--- config.mk ---
export PLATFORM = sky130hd
export DESIGN_NAME = mouse_packet_tracker_flat
export DESIGN_NICKNAME = d
export VERILOG_FILES = /design/src/rtl/mouse_packet_tracker_pkg.sv /design/src/rtl/mouse_packet_tracker_if.sv /design/src/rtl/mouse_packet_tracker_clamp.sv /design/src/rtl/mouse_packet_tracker.sv /design/src/flat_wrapper.sv
export SDC_FILE = /design/constraint.sdc
export NUM_CORES = 1
export LEC_CHECK = 0
export ABC_AREA = 1
export CAP_MARGIN = 5
export CELL_PAD_IN_SITES_DETAIL_PLACEMENT = 2
export CELL_PAD_IN_SITES_GLOBAL_PLACEMENT = 2
export CORE_ASPECT_RATIO = 0.7
export CORE_UTILIZATION = 33
export CTS_CLUSTER_SIZE = 8
export DETAILED_ROUTE_END_ITERATION = 12
export PLACE_DENSITY = 0.77
export SLEW_MARGIN = 20
export SYNTH_ARGS = -nofsm -noshare
export SYNTH_HDL_FRONTEND = slang
export SYNTH_SLANG_ARGS = --single-unit
--- constraint.sdc ---
create_clock -name clk -period 2.65 [get_ports clk]
set_input_delay 0.53 -clock clk [delete_from_list [all_inputs] [get_ports clk]]
set_output_delay 0.53 -clock clk [all_outputs]
set_load 0.005 [all_outputs]
--- src/rtl/mouse_packet_tracker_pkg.sv ---
// Shared types and constants for the PS/2 mouse packet tracker:
// packet-assembly states, header bit positions and default screen limits.
package mouse_pkg;

    typedef enum logic [1:0] {
        B0,
        B1,
        B2,
        UPD
    } state_t;

    localparam int unsigned BTN_L = 0;
    localparam int unsigned BTN_R = 1;
    localparam int unsigned BTN_M = 2;
    localparam int unsigned SYNC  = 3;
    localparam int unsigned XS    = 4;
    localparam int unsigned YS    = 5;
    localparam int unsigned XO    = 6;
    localparam int unsigned YO    = 7;

    localparam int unsigned X_MAX_DEF  = 639;
    localparam int unsigned Y_MAX_DEF  = 479;
    localparam int unsigned X_INIT_DEF = 320;
    localparam int unsigned Y_INIT_DEF = 240;

    // 9-bit signed delta from header sign/overflow bits; overflow reports zero motion.
    function automatic logic signed [8:0] decode_delta(
        input logic [7:0]  hdr,
        input logic [7:0]  lo,
        input int unsigned sign_bit,
        input int unsigned ovf_bit
    );
        if (hdr[ovf_bit])
            return '0;
        return signed'({hdr[sign_bit], lo});
    endfunction

endpackage

--- src/rtl/mouse_packet_tracker_if.sv ---
// Byte stream from the PS/2 byte receiver into the packet tracker.
interface mouse_packet_tracker_if;

    logic [7:0] rx_data;
    logic       rx_valid;

    modport master (
        output rx_data,
        output rx_valid
    );

    modport slave (
        input rx_data,
        input rx_valid
    );

endinterface

--- src/rtl/mouse_packet_tracker_clamp.sv ---
// One cursor axis: applies a signed delta (added or subtracted) to a position
// and saturates the result to [0, i_max].
module mouse_axis_clamp (
    input  logic [9:0]        i_pos,
    input  logic signed [8:0] i_delta,
    input  logic              i_sub,
    input  logic [9:0]        i_max,
    output logic [9:0]        o_pos
);

    logic signed [11:0] w_pos;
    logic signed [11:0] w_delta;
    logic signed [11:0] w_max;
    logic signed [11:0] w_sum;

    always_comb begin
        w_pos   = signed'({2'b00, i_pos});
        w_delta = signed'({{3{i_delta[8]}}, i_delta});
        w_max   = signed'({2'b00, i_max});
        w_sum   = i_sub ? (w_pos - w_delta) : (w_pos + w_delta);
        if (w_sum[11])
            o_pos = '0;
        else if (w_sum > w_max)
            o_pos = i_max;
        else
            o_pos = w_sum[9:0];
    end

endmodule

--- src/rtl/mouse_packet_tracker.sv ---
// Assembles 3-byte PS/2 mouse packets and accumulates their deltas into a
// clamped absolute cursor position with button levels and event strobes.
module mouse_packet_tracker
    import mouse_pkg::*;
#(
    parameter int unsigned X_MAX       = X_MAX_DEF,
    parameter int unsigned Y_MAX       = Y_MAX_DEF,
    parameter int unsigned X_INIT      = X_INIT_DEF,
    parameter int unsigned Y_INIT      = Y_INIT_DEF,
    parameter int unsigned TIMEOUT_CYC = 2000000
) (
    input  logic                    clk,
    input  logic                    rst,
    mouse_packet_tracker_if.slave   rx,
    output logic [9:0]              MOUSE_X_POS,
    output logic [9:0]              MOUSE_Y_POS,
    output logic                    MOUSE_LEFT,
    output logic                    MOUSE_MIDDLE,
    output logic                    MOUSE_RIGHT,
    output logic                    new_event,
    output logic                    sync_err
);

    localparam int unsigned     CNT_W    = (TIMEOUT_CYC > 1) ? $clog2(TIMEOUT_CYC) : 1;
    localparam logic [CNT_W-1:0] CNT_LAST = CNT_W'(TIMEOUT_CYC - 1);
    localparam logic [9:0]      W_X_MAX  = 10'(X_MAX);
    localparam logic [9:0]      W_Y_MAX  = 10'(Y_MAX);

    state_t           r_state;
    logic [7:0]       r_hdr;
    logic [7:0]       r_dx_lo;
    logic [7:0]       r_dy_lo;
    logic [CNT_W-1:0] r_cnt;
    logic [9:0]       r_x_pos;
    logic [9:0]       r_y_pos;
    logic             r_left;
    logic             r_middle;
    logic             r_right;
    logic             r_new_event;
    logic             r_sync_err;

    logic signed [8:0] w_dx;
    logic signed [8:0] w_dy;
    logic [9:0]        w_x_next;
    logic [9:0]        w_y_next;

    always_comb begin
        w_dx = decode_delta(r_hdr, r_dx_lo, XS, XO);
        w_dy = decode_delta(r_hdr, r_dy_lo, YS, YO);
    end

    mouse_axis_clamp u_clamp_x (
        .i_pos   (r_x_pos),
        .i_delta (w_dx),
        .i_sub   (1'b0),
        .i_max   (W_X_MAX),
        .o_pos   (w_x_next)
    );

    // PS/2 reports Y up-positive; screen Y grows downward.
    mouse_axis_clamp u_clamp_y (
        .i_pos   (r_y_pos),
        .i_delta (w_dy),
        .i_sub   (1'b1),
        .i_max   (W_Y_MAX),
        .o_pos   (w_y_next)
    );

    always_ff @(posedge clk) begin
        if (rst) begin
            r_state     <= B0;
            r_hdr       <= '0;
            r_dx_lo     <= '0;
            r_dy_lo     <= '0;
            r_cnt       <= '0;
            r_x_pos     <= 10'(X_INIT);
            r_y_pos     <= 10'(Y_INIT);
            r_left      <= 1'b0;
            r_middle    <= 1'b0;
            r_right     <= 1'b0;
            r_new_event <= 1'b0;
            r_sync_err  <= 1'b0;
        end else begin
            r_new_event <= 1'b0;
            r_sync_err  <= 1'b0;
            case (r_state)
                B0, UPD: begin
                    r_cnt <= '0;
                    if (r_state == UPD) begin
                        r_x_pos     <= w_x_next;
                        r_y_pos     <= w_y_next;
                        r_left      <= r_hdr[BTN_L];
                        r_right     <= r_hdr[BTN_R];
                        r_middle    <= r_hdr[BTN_M];
                        r_new_event <= 1'b1;
                    end
                    // A byte landing in the commit cycle is already a header candidate.
                    r_state <= B0;
                    if (rx.rx_valid) begin
                        if (rx.rx_data[SYNC]) begin
                            r_hdr   <= rx.rx_data;
                            r_state <= B1;
                        end else begin
                            r_sync_err <= 1'b1;
                        end
                    end
                end
                B1, B2: begin
                    if (rx.rx_valid) begin
                        r_cnt <= '0;
                        if (r_state == B1) begin
                            r_dx_lo <= rx.rx_data;
                            r_state <= B2;
                        end else begin
                            r_dy_lo <= rx.rx_data;
                            r_state <= UPD;
                        end
                    end else if (r_cnt == CNT_LAST) begin
                        r_cnt      <= '0;
                        r_sync_err <= 1'b1;
                        r_state    <= B0;
                    end else begin
                        r_cnt <= r_cnt + 1'b1;
                    end
                end
                default: r_state <= B0;
            endcase
        end
    end

    assign MOUSE_X_POS  = r_x_pos;
    assign MOUSE_Y_POS  = r_y_pos;
    assign MOUSE_LEFT   = r_left;
    assign MOUSE_MIDDLE = r_middle;
    assign MOUSE_RIGHT  = r_right;
    assign new_event    = r_new_event;
    assign sync_err     = r_sync_err;

endmodule

--- src/flat_wrapper.sv ---
// flat-port wrapper written by rule: the top's interface ports become plain ports
module mouse_packet_tracker_flat import mouse_pkg::*;
#(
    parameter int unsigned X_MAX       = X_MAX_DEF,
    parameter int unsigned Y_MAX       = Y_MAX_DEF,
    parameter int unsigned X_INIT      = X_INIT_DEF,
    parameter int unsigned Y_INIT      = Y_INIT_DEF,
    parameter int unsigned TIMEOUT_CYC = 2000000
)
  (clk, rst, MOUSE_X_POS, MOUSE_Y_POS, MOUSE_LEFT, MOUSE_MIDDLE, MOUSE_RIGHT, new_event, sync_err, rx_rx_data, rx_rx_valid);
  mouse_packet_tracker_if rx_i ();
  input  logic clk;
  input  logic rst;
  output logic [9:0] MOUSE_X_POS;
  output logic [9:0] MOUSE_Y_POS;
  output logic MOUSE_LEFT;
  output logic MOUSE_MIDDLE;
  output logic MOUSE_RIGHT;
  output logic new_event;
  output logic sync_err;
  input wire logic [$bits(rx_i.rx_data)-1:0] rx_rx_data;
  input wire logic [$bits(rx_i.rx_valid)-1:0] rx_rx_valid;
  assign rx_i.rx_data = rx_rx_data;
  assign rx_i.rx_valid = rx_rx_valid;
  mouse_packet_tracker #(.X_MAX(X_MAX), .Y_MAX(Y_MAX), .X_INIT(X_INIT), .Y_INIT(Y_INIT), .TIMEOUT_CYC(TIMEOUT_CYC)) u_core (.clk(clk), .rst(rst), .rx(rx_i), .MOUSE_X_POS(MOUSE_X_POS), .MOUSE_Y_POS(MOUSE_Y_POS), .MOUSE_LEFT(MOUSE_LEFT), .MOUSE_MIDDLE(MOUSE_MIDDLE), .MOUSE_RIGHT(MOUSE_RIGHT), .new_event(new_event), .sync_err(sync_err));
endmodule
Word-level counts from Yosys, hierarchy flattened:

Index checks and enable logic that the tools add are counted.

* word-level logic and storage cells: 57
* bits in registers: 72
* output and inout bits: 25
* input bits: 11

* bitwise gates (word level): 2
* $add $sub $neg: 3
* order comparisons: 2
* reduce and logical (&&, ||, !) cells: 8
* eq/ne operators: 5
* multiplexer cells: 25

Operators by type and width (count)
* $mux W21: 2
* $pmux W21 S2: 1
* $mux W10: 4
* $mux W9: 4
* $add A21 B1 Y21 const B: 1
* $eq A21 B21 Y1 const B: 1
* $add A11 B9 Y12: 1
* $gt A12 B10 Y1 const B: 1
* $gt A12 B11 Y1 const B: 1
* $sub A11 B9 Y12: 1
* $mux W1: 9
* $reduce_and A3 Y1: 3
* $mux W2: 3
* $reduce_or A2 Y1: 3
* $eq A2 B2 Y1 const B: 2
* $pmux W2 S2: 1
* $ne A3 B2 Y1 const B: 1
* $eq A2 B1 Y1 const B: 1
* $logic_not A2 Y1: 1
* $not A1 Y1: 2
* $pmux W1 S2: 1
* $reduce_and A2 Y1: 1

Logic depth before layout (Yosys ltp):

* word-level depth: 6
* gate-level depth with buffers: 17
* gate-level depth less buffers: 17

By module:

From an unflattened synthesis, not the netlist that was laid out.

* cell total of the unflattened synthesis: 860
* area, all modules: 5656.7 µm²

Modules (own cells, without submodules)
* mouse_packet_tracker: times used 1, seq. area each 1421.4 µm², area each 3005.4 µm², cells each 411
* mouse_axis_clamp (u_core.u_clamp_y): times used 1, seq. area each 0.0 µm², area each 1326.3 µm², cells each 225
* mouse_axis_clamp (u_core.u_clamp_x): times used 1, seq. area each 0.0 µm², area each 1325.0 µm², cells each 224

Worst setup path before layout:

OpenSTA, ideal clock, no wires.

* kind: flip-flop to flip-flop
* start point: reg u_core.r_hdr[6]
* end point: reg u_core.r_x_pos[0] (netlist: u_core.MOUSE_X_POS[0])
* clock period less this slack: 2.067 ns
* library setup time: 0.112 ns
* data arrival time: 1.955 ns
* buffers on the path: 1
* path slack: 0.583 ns
* data required time: 2.538 ns
* stages on the path, launching flop included: 18
* cells stage by stage: dfxtp_1 -> buf_2 -> nor2_1 -> ha_1 -> inv_1 -> fa_1 -> inv_1 -> nand3_1 -> nand2_1 -> nand2_1 -> nand2_1 -> nand2_1 -> nand2_1 -> nand2_1 -> nand3_2 -> nand3b_1 -> nand2_1 -> nand2_1

* word-level cells in the longest chain between the ends: 6

RTL lines
* from (decl): line mouse_packet_tracker.sv:30 `logic [7:0] r_hdr;`
* from (signal assigned): line mouse_packet_tracker.sv:101 `r_hdr <= rx.rx_data;`
* $mux W1 *: line mouse_packet_tracker_pkg.sv:33 `if (hdr[ovf_bit])`
* $mux W9 *: line mouse_packet_tracker_pkg.sv:35 `return signed'({hdr[sign_bit], lo});`
* $add A11 B9 Y12 *: line mouse_packet_tracker_clamp.sv:20 `w_sum = i_sub ? (w_pos - w_delta) : (w_pos + w_delta);`
* $gt A12 B11 Y1: line mouse_packet_tracker_clamp.sv:23 `else if (w_sum > w_max)`
* $mux W10: line mouse_packet_tracker_clamp.sv:23
* $mux W10 *: line mouse_packet_tracker_clamp.sv:21 `if (w_sum[11])`
* to (signal assigned): line mouse_packet_tracker.sv:76 `r_x_pos <= 10'(X_INIT);`
* to (signal assigned): line mouse_packet_tracker.sv:90 `r_x_pos <= w_x_next;`
* to (decl): line mouse_packet_tracker.sv:34 `logic [9:0] r_x_pos;`

Every way passes the cells marked *; elsewhere a longest branch is shown, timed or not.
A chain may end at the register's enable or synchronous reset.

Worst setup path after layout:

* start point: reg u_core.r_hdr[6]
* end point: reg u_core.r_x_pos[1] (netlist: u_core.MOUSE_X_POS[1])

The elaborated chain is that of the path after synthesis.

==> impl_metrics.env <==
export IMPL_r2r_end="u_core.MOUSE_X_POS[1]"
export IMPL_yosys_area_top_type_share_pct=33.5
export IMPL_cp_startpoint="u_core.r_hdr[6]"
export IMPL_r2r_slack_ns=0.20
export IMPL_yosysTopAreaCell="dfxtp_1"
export IMPL_cp_max_fo=9
export IMPL_clock_path_buffers=2
export IMPL_ys_seq_area_share_pct=33.5
export IMPL_hold_class="reg -> reg"
export IMPL_dpl_cell_count=811
export IMPL_ir_drop_mv=0.370
export IMPL_tightest_slew_ns=0.483
export IMPL_cts_tree="built"
export IMPL_viasPerCell=5.06
export IMPL_top_usage_layer="met2"
export IMPL_dr_pass1_iters=4
export IMPL_clk_transition_reported_paths_ns=0.06
export IMPL_drt_initial_drc_count=198
export IMPL_synth_fp_nets=657
export IMPL_final_nets=700
export IMPL_slew_headroom_pct=67.8
export IMPL_period_share_pct=92.3
export IMPL_clock_sinks=71
export IMPL_holdBufCountCts=0
export IMPL_drc=0
export IMPL_avgSynthCellArea_um2=6.87
export IMPL_powerDensity_nw_per_um2=522
export IMPL_ys_ff_latch=71
export IMPL_post_route_min_period_ns=2.45
export IMPL_portBuffers=35
export IMPL_reg2reg_depth=16
export IMPL_p_leak_nw=2.15
export IMPL_drive_gt1_share_pct=9.02
export IMPL_synthCells=617
export IMPL_die_area_um2=13300
export IMPL_worstSetupStartpointType="flop"
export IMPL_pin_count=36
export IMPL_fmax_mhz=409
export IMPL_die_w_um=137
export IMPL_hold_viol=0
export IMPL_cp_required_ns=2.88
export IMPL_synthArstFlopShare_pct=0
export IMPL_core_um2=12500
export IMPL_finalNonFillerCells=827
export IMPL_gr_usage_met1_pct=33.0
export IMPL_skew_ns=0.00784
export IMPL_num_vias=4188
export IMPL_cp_data_arrival_time_ns=2.68
export IMPL_grt_pass1_vias=4574
export IMPL_rr_startpoint="u_core.r_hdr[6]"
export IMPL_root_buffer="clkbuf_16"
export IMPL_fp_dieH_um=96.8
export IMPL_routabilityCongestion=0.884
export IMPL_grt_use_total_pct=22.7
export IMPL_synth_area_leaders="dfxtp_1, nand2_1, ha_1"
export IMPL_post_synth_instance_area_um2=4240
export IMPL_area_growth_pct=20.7
export IMPL_final_common_cell="nand2_1"
export IMPL_drv_slew=0
export IMPL_grt_max_degree=22
export IMPL_crit_end="u_core.MOUSE_X_POS[1]"
export IMPL_path_class="reg -> reg"
export IMPL_setup_viol=0
export IMPL_final_cell_mix="nand2_1, inv_1, dfxtp_1, a21oi_1, nor2_1"
export IMPL_clk_latency_ns=0.34
export IMPL_antenna_cells=0
export IMPL_initial_core_util_pct=34.0
export IMPL_grt_antenna_before_repair=0
export IMPL_detail_route_antenna_nets=0
export IMPL_grt_pass1_wl_mm=23.3
export IMPL_dpl_hpwl_mm=11.1
export IMPL_overflow=0
export IMPL_synth_cell_types=37
export IMPL_row_count=34
export IMPL_synth_edff_count=0
export IMPL_wl_per_cell_um=17.0
export IMPL_worstSetupEndpointType="flop"
export IMPL_use_met2_pct=34.2
export IMPL_final_util_pct=41.1
export IMPL_grtUsageMet3_pct=3.93
export IMPL_drv_cap=0
export IMPL_h_tree_depth=3
export IMPL_synth_warnings=0
export IMPL_grt_setup_unrepaired="false"
export IMPL_synth_main_ff_cell="dfxtp_1"
export IMPL_wl_mm=14.0
export IMPL_cts_made_buffers=9
export IMPL_status="completed"
worst max-delay path, stage by stage, from the launching register on:
cell	delay [ns]
dfxtp_2	0.38
nor2_2	0.17
ha_4	0.19
inv_1	0.06
fa_1	0.41
inv_2	0.11
nand3_1	0.07
nand2_1	0.13
nand2_1	0.11
nand2_1	0.08
nand2_1	0.05
nand2_1	0.09
nand2_1	0.10
nand3_4	0.17
nand3_1	0.10
nand2_1	0.08
nand2_1	0.05
stage by stage:
stage	area (µm²)	setup TNS, ns	hold slack [ns]	setup slack [ns]	total power, mW
2_1_floorplan	4240	0	0.424	0.583	1.41
3_3_place_gp	4810	0	0.436	0.0530	1.52
3_5_place_dp	4810	-0.228	0.444	-0.0498	1.55
4_1_cts	5080	0	0.459	0.00283	2.70
5_1_grt	5120	0	0.474	0.0287	2.79
6_report	5120	0	0.458	0.203	2.67
cell families (layout without fill, tap and decap cells):
logic type	count (synthesis)	count (layout)	share of synthesized area, %
compound gates	89	89	11.1
xor+xnor	17	17	3.51
fa+ha+maj	29	29	8.91
buf+inv	97	145	8.68
flops	71	71	33.5
simple gates	314	314	34.3
registers in the layout, summed over array words and instances, names as in the netlist:
register	flops
u_core.MOUSE_X_POS	10
u_core.r_dx_lo	8
u_core.MOUSE_RIGHT	1
u_core.r_state	2
u_core.r_cnt	21
u_core.new_event	1
u_core.MOUSE_MIDDLE	1
u_core.MOUSE_Y_POS	10
u_core.sync_err	1
u_core.r_hdr	7
u_core.MOUSE_LEFT	1
u_core.r_dy_lo	8
worst min path at each step:
stage                            startpoint                end  cells past startpoint
after floorplan           u_core.r_dy_lo[1]  u_core.r_dy_lo[1]                      2
after detailed placement  u_core.r_dy_lo[7]  u_core.r_dy_lo[7]                      2
after global routing      u_core.r_dy_lo[7]  u_core.r_dy_lo[7]                      2
final                     u_core.r_dx_lo[4]  u_core.r_dx_lo[4]                      2
after global placement    u_core.r_dy_lo[5]  u_core.r_dy_lo[5]                      2
after CTS                 u_core.r_dy_lo[7]  u_core.r_dy_lo[7]                      2
cells in the mapped netlist (all sizes together) (3+ instances only):
| cell | n |
|---|---|
| nand3b | 5 |
| nor3 | 8 |
| inv | 85 |
| nor3b | 3 |
| clkbuf | 8 |
| dfxtp | 71 |
| o21ai | 35 |
| ha | 27 |
| a21oi | 50 |
| nand2 | 168 |
| nand4 | 14 |
| or2 | 4 |
| nor2 | 60 |
| xor2 | 10 |
| xnor2 | 7 |
| buf | 3 |
| nand3 | 48 |
where the power goes:
group | internal [mW] | leakage, nW | switching (mW)
Sequential | 1.10 | 0.575 | 0.0190
Combinational | 0.146 | 1.45 | 0.271
Clock | 0.639 | 0.126 | 0.500
per-layer routing:
| metal | routed length, µm | vias to the layer above |
|---|---|---|
| met5 | 0 | - |
| met4 | 158 | 0 |
| met3 | 428 | 11 |
| met2 | 6170 | 56 |
| met1 | 7280 | 2056 |
| li1 | - | 2065 |
layout make-up:
| type | count | area [µm²] |
|---|---|---|
| fillers | 1474 | 7340 |
| multi-input cells | 449 | 2490 |
| clock inverters | 6 | 45.0 |
| inverters | 86 | 323 |
| flip-flops and latches | 71 | 1420 |
| clock buffers | 10 | 229 |
| repair buffers | 43 | 410 |
| well taps | 162 | 203 |
timing repair:
item | CTS | global route
buffers inserted | 0 | 0
gates resized for setup | 1 | 9
endpoints found under the setup margin | 9 | 18
gates cloned | 0 | 0
No activity file was read; power rests on OpenSTA's default activity.
